<file path="src/rtl/nv_ram_rwsthp_gen.sv">
// One-read/one-write synchronous RAM with registered read address, gated output register and bypass mux.
// Optional per-word parity storage and checking is enabled by defining NV_RAM_PARITY_EN.
module nv_ram_rwsthp_gen #(
  parameter int DEPTH    = 20,
  parameter int WIDTH    = 16,
  parameter int AW       = 5,
  parameter bit WR_FIRST = 1'b1
) (
  input  logic             clk,
  input  logic             rstn,
  input  logic [AW-1:0]    ra,
  input  logic             re,
  input  logic             ore,
  output logic [WIDTH-1:0] dout,
  output logic             dout_vld,
  output logic             dout_oob,
  output logic             par_err,
  input  logic [AW-1:0]    wa,
  input  logic             we,
  input  logic [WIDTH-1:0] di,
  input  logic             byp_sel,
  input  logic [WIDTH-1:0] dbyp,
  input  logic [31:0]      pwrbus_ram_pd
);

`ifdef NV_RAM_PARITY_EN
  localparam int MW = WIDTH + 1;
`else
  localparam int MW = WIDTH;
`endif
  localparam int IW = (DEPTH > 1) ? $clog2(DEPTH) : 1;

  logic [MW-1:0] mem [DEPTH];

  logic          ra_ok;
  logic          wa_ok;
  logic [AW-1:0] ra_p1;
  logic          rd_vld_p1;
  logic          oob_p1;
  logic          col_p1;
  logic [MW-1:0] col_data_p1;
  logic [MW-1:0] ram_word;
  logic          unused_pwr;

  // Power-down bus only matters to the physical macro.
  assign unused_pwr = ^pwrbus_ram_pd;

  function automatic logic [MW-1:0] pack_word(input logic [WIDTH-1:0] d);
`ifdef NV_RAM_PARITY_EN
    return {^d, d};
`else
    return d;
`endif
  endfunction

  assign ra_ok = ({{(32-AW){1'b0}}, ra} < 32'(DEPTH));
  assign wa_ok = ({{(32-AW){1'b0}}, wa} < 32'(DEPTH));

  // Array write: out-of-range addresses are silently dropped
  always_ff @(posedge clk) begin
    if (we && wa_ok) begin
      mem[wa[IW-1:0]] <= pack_word(di);
    end
  end

  // Stage p1: read address capture; a read-first collision snapshots the pre-write word
  always_ff @(posedge clk or negedge rstn) begin
    if (!rstn) begin
      ra_p1       <= '0;
      rd_vld_p1   <= 1'b0;
      oob_p1      <= 1'b0;
      col_p1      <= 1'b0;
      col_data_p1 <= '0;
    end else if (re) begin
      ra_p1       <= ra;
      rd_vld_p1   <= 1'b1;
      oob_p1      <= !ra_ok;
      col_p1      <= we && (wa == ra) && (WR_FIRST == 1'b0);
      col_data_p1 <= ra_ok ? mem[ra[IW-1:0]] : '0;
    end else if (ore) begin
      rd_vld_p1   <= 1'b0;
    end
  end

  // Live array lookup so writes landing after the read are still seen
  always_comb begin
    ram_word = '0;
    if (oob_p1) begin
      ram_word = '0;
    end else if (col_p1) begin
      ram_word = col_data_p1;
    end else begin
      ram_word = mem[ra_p1[IW-1:0]];
    end
  end

  // Stage p2: gated output register with bypass mux
  always_ff @(posedge clk or negedge rstn) begin
    if (!rstn) begin
      dout     <= '0;
      dout_vld <= 1'b0;
      dout_oob <= 1'b0;
    end else if (ore) begin
      dout     <= byp_sel ? dbyp : ram_word[WIDTH-1:0];
      dout_vld <= byp_sel | rd_vld_p1;
      dout_oob <= !byp_sel & rd_vld_p1 & oob_p1;
    end
  end

`ifdef NV_RAM_PARITY_EN
  always_ff @(posedge clk or negedge rstn) begin
    if (!rstn) begin
      par_err <= 1'b0;
    end else if (ore) begin
      par_err <= !byp_sel & rd_vld_p1 & !oob_p1 &
                 ((^ram_word[WIDTH-1:0]) != ram_word[WIDTH]);
    end
  end
`else
  assign par_err = 1'b0;
`endif

endmodule

</file>
<file path="config.mk">
export PLATFORM = sky130hd
export DESIGN_NAME = nv_ram_rwsthp_gen
export DESIGN_NICKNAME = d
export VERILOG_FILES = /design/src/rtl/nv_ram_rwsthp_gen.sv
export SDC_FILE = /design/constraint.sdc
export NUM_CORES = 1
export LEC_CHECK = 0
export BUFFER_PORTS_ARGS = -buffer_cell sky130_fd_sc_hd__buf_2
export CORE_UTILIZATION = 35
export CTS_CLUSTER_SIZE = 12
export DETAILED_ROUTE_END_ITERATION = 8
export GPL_TIMING_DRIVEN = 1
export REMOVE_ABC_BUFFERS = 1
export SLEW_MARGIN = 20
export SYNTH_ARGS = -nofsm -noshare
export SYNTH_HDL_FRONTEND = slang
export SYNTH_SLANG_ARGS = --single-unit
</file>
<file path="constraint.sdc">
create_clock -name clk -period 6 [get_ports clk]
set_input_delay 0.6 -clock clk [delete_from_list [all_inputs] [get_ports clk]]
set_output_delay 0.6 -clock clk [all_outputs]
set_load 0.01 [all_outputs]
</file>
# == After elaboration in Yosys (flattened, before gate mapping) ==
# Memories as Yosys holds them, arrays and structs flattened.
# Cells that the tools add are included.
# Widths: inputs -> output; s select.
# totals
regBits,25
ramBits,320
in_bits,80
out_inout_bits,19
word_cells,22
n_memories,1
# mem_list
name,words,width,read_ports,rd_clocked_by_memory_dff,write_ports,line_no,text
mem,20,16,1,0,1,33,logic [MW-1:0] mem [DEPTH];
# op_classes
magnitude_cmp,2
mux,6
n_bitwise,3
reduce_logical,4
# ops
op,count
$mux 16,2
$lt 5x5->1 const B,2
$mux 1,4
$and 1x1->1,2
$logic_not 1->1,2
$reduce_bool 2->1,1
$logic_and 1x1->1,1
$or 1x1->1,1

# == Longest topological paths before layout ==
# logic_depth
depth_word,4
ltp_mapped,8
mapped_depth_nobuf,4

# == Worst setup path before layout ==
# Ideal clock, no wire load.
# synth_path
path_kind,input-to-reg
startpoint,in we
endpoint,mem mem[16][0] in the netlist's numbering (enable)
setup_ns,0.409
arrival_ns,2.073
required_ns,5.591
slack_ns,3.518
path_stages,3
n_path_buf,0
path_cell_list,nor2b_1 > nand3b_1 > nor3_1
# synth_between
elab_chain_len,3
# synth_lines
element,line_no,text
from (decl),19,"input logic we,"
$logic_and 1x1->1,61,if (we && wa_ok) begin
$mux 1,61,
$mux 1 (implied by the code),62,mem[wa[IW-1:0]] <= pack_word(di);
to (decl),33,
# Every way passes these cells.

# == Final worst setup path ==
# layout_path
startpoint,reg ra_p1[0]
endpoint,reg dout[2]
# layout_between
elab_chain_len,3
# layout_lines
element,line_no,text
from (decl),37,logic [AW-1:0] ra_p1;
from (signal assigned),75,ra_p1 <= ra;
$mem_v2 20x16,n/a,
$mux 16,88,if (oob_p1) begin
$mux 16,104,dout <= byp_sel ? dbyp : ram_word[WIDTH-1:0];
to (signal assigned),104,
to (decl),14,"output logic [WIDTH-1:0] dout,"
# Every way passes these cells.
# A chain may end at the register's enable or synchronous reset.

==> flow_metrics.tcl <==
set metrics [dict create \
    outcome "complete, no violations" \
    num-nets-final 849 \
    finalCriticalPeriod_ns 2.89 \
    timing.setup.tns_ns 0 \
    final_wtd_congestion 0.718 \
    reg2reg_setup_slack_ns 3.11 \
    finalInstanceArea_um2 15800 \
    cts_setup_buffers 0 \
    syn-instance-count 682 \
    number_of_buffers_on_the_longest_clock_path 3 \
    clk_latency_ns 0.51 \
    post-route-util_pct 41.0 \
    timing_hold_violations_final 0 \
    synth_ff_type "edfxtp_1" \
    timing.critical_path.fanout_max 62 \
    die-width_um 200 \
    placed_cell_area_um2 14600 \
    synthArstFlopShare_pct 7.25 \
    drt_first_pass_iters 4 \
    tritoncts "built" \
    yosys_register_bits 345 \
    clkTransAtPathRegs_ns 0.06 \
    detail_route.drc_violations 0 \
    cp_data_arrival_time_ns 3.25 \
    numCtsBuffers 37 \
    synth_simple_gate_area_share_pct 3.22 \
    worstSetupStartpoint "ra_p1[0]" \
    timing.rr.start "ra_p1[0]" \
    dr_total_vias 6913 \
    first_pass_grt_wire_length_um 45800 \
    cp-end-kind "flip-flop" \
    post_synth_most_frequent_cells "320 x edfxtp_1, 57 x mux4_2, 41 x nor2_1, 25 x dfrtp_1, 25 x mux2_2" \
    routed_wirelength_um 31500 \
    setup_viol_count_final 0 \
    grt_overflow 0 \
    synth_area_leaders "edfxtp_1 70%, mux4_2 9.4%, dfrtp_1 4.6%" \
    crit_path_cell_trace "buf_12 > mux4_2 > mux2_2 > a221oi_1 > a311oi_1" \
    routedWlPerCell_um 23.9 \
    yosys.cell_types.count 35 \
    largest_delay_share_family_worst_path "flip-flops" \
    maxUsedRoutingLayer "met4" \
    irDropWorstVdd_mv 0.171 \
    yosysTopAreaCellShare_pct 70.3 \
    crit_end "dout[2]" \
    row_count 72 \
    antenna_violations_before_repair 0 \
    static-leakage-power_nw 5.18 \
    grt_start_max_net_pins 63 \
    reg2reg_to "dout[2]" \
    ys.warnings.count 0 \
    power_density_nw_per_um2 338 \
    max_clock_freq_mhz 346 \
    dr_wl_met3_um 2120 \
    met2_wirelength_um 14200 \
    drive_gt1_share_pct 32.5 \
    ctsHoldBuffers 0 \
    synth-adder-area-share_pct 0 \
    grt_util_all_layers_pct 16.1 \
    layout-area-overhead-vs-synth_pct 15.6 \
    maxCapViolCount 0 \
    detailedPlacementHpwl_um 17100 \
    crit_path_start_kind "flip-flop" \
    synth_area_um2 13700 \
    synth_most_common_cell "edfxtp_1" \
    design.core.area_um2 38600 \
    critical_path_buf_inv_count 1 \
    yosysSeqAreaShare_pct 74.9 \
    hold_path_class "primary input to asynchronous set/reset pin" \
    maxSlewViolCount 0 \
    post_synth.cell_area_avg_um2 20.0 \
    drt_iter0_markers 688 \
    cp_slowest_stage_delay_ns 0.89 \
    critPathRequiredTime_ns 6.36 \
    first_global_vias 6918 \
    rsz0062_at_grt "no" \
    io_pins 99 \
    worst_slack_ns 3.11 \
    reg2regPathDepth 5 \
    layoutNonFillerInstCount 1315 \
    die_height_um 200 \
    die_area_um2 39800 \
    place_ws_ns 3.05 \
    synth_compound_gate_area_share_pct 4.72 \
    met1Wirelength_um 14700 \
    synthXorXnorAreaFrac_pct 0 \
    initial_utilization_pct 35.4 \
    path_depth 5 \
    port_buffers 65 \
    path_class "flip-flop to flip-flop" \
    root_buf_cell "clkbuf_16" \
    multiplexer_area_fraction_after_synthesis_pct 14.8 \
    drt-vias-per-instance 5.26 \
    main_combinational_cell_family_by_area_after_synthesis "multiplexers" \
    postRouteAntennaNets 0 \
    final.setup_skew_ns 0.0141 \
    antenna_cells 0 \
    placed_cells 1248 \
    worst_hold_slack_ns 0.195 \
    htree_num_levels 2 \
    worst_slew_margin_rel_pct 44.0 \
    synth_enable_flop_cells 320 \
    cts_resized 0 \
    clock_sinks 345 \
    max_slew.worst_pin.slew_ns 0.838 \
    critical_path.slowest_cell "dfrtp_4" \
    finalCritPeriodShare_pct 48.2 \
    synth_area_leader_cell "edfxtp_1" \
    totalPowerFinal_mw 5.34 \
]
-- worst min-delay path by stage --
stage	startpoint	endpoint	slack [ns]	cells past startpoint
after floorplan	rstn	dout[0]	0.30	0
after global placement	rd_vld_p1	rd_vld_p1	0.50	1
after detailed placement	rd_vld_p1	rd_vld_p1	0.52	1
after CTS	rstn	dout_oob	0.19	1
after global routing	rstn	dout_oob	0.21	1
final	rstn	dout_oob	0.20	1
-- metal layers --
layer  up-vias  track usage [%]
li1       2981                -
met1      3642             24.5
met2       247             24.0
met3        43             3.16
met4         0             3.42
met5         -                0
-- final cells by class --
type / instances / area (um2)
clock buffers: 58 / 1080
clock inverters: 9 / 96.3
fillers: 3458 / 22800
inverters: 4 / 15.0
multi-input cells: 291 / 3190
flip-flops and latches: 345 / 10200
well taps: 518 / 648
repair buffers: 90 / 526
-- cell usage in the layout (no fill, tap or decap), types with 2 or more instances in the layout --
cell	n
a21oi_1	6
a221oi_1	13
a221oi_2	14
a311oi_1	11
buf_2	65
buf_4	24
bufinv_16	2
clkbuf_1	16
clkbuf_16	39
clkbuf_8	3
clkinv_1	2
clkinv_2	4
dfrtp_1	22
dfrtp_2	2
edfxtp_1	320
inv_1	3
mux2_1	5
mux2_2	25
mux2i_1	22
mux4_1	7
mux4_2	57
nand2_1	22
nand2b_1	14
nand3_1	13
nor2_1	26
nor2_2	12
nor2_4	3
nor2b_1	3
nor3_2	5
o21ai_0	17
o22ai_1	5
o311a_1	5
-- flip-flops by register name, indices dropped and copies added, names as in the netlist --
register,count
mem,320
dout,16
dout_vld,1
ra_p1,5
oob_p1,1
dout_oob,1
rd_vld_p1,1
-- power by group --
part,total (mW),internal (mW),leakage [nW],switching (mW)
sequential,2.72,2.68,3.17,0.0434
clock,2.20,1.32,0.573,0.884
combinational,0.414,0.182,1.44,0.233
total,5.34,4.18,5.18,1.16
-- cells by family after synthesis --
kind of cell	Yosys count
buffers and inverters	46
DFF	345
AOI/OAI and AO/OA	75
other	1
muxes	116
and+or+nand+nor	99
Note: power is estimated with default switching activity, not from simulation.
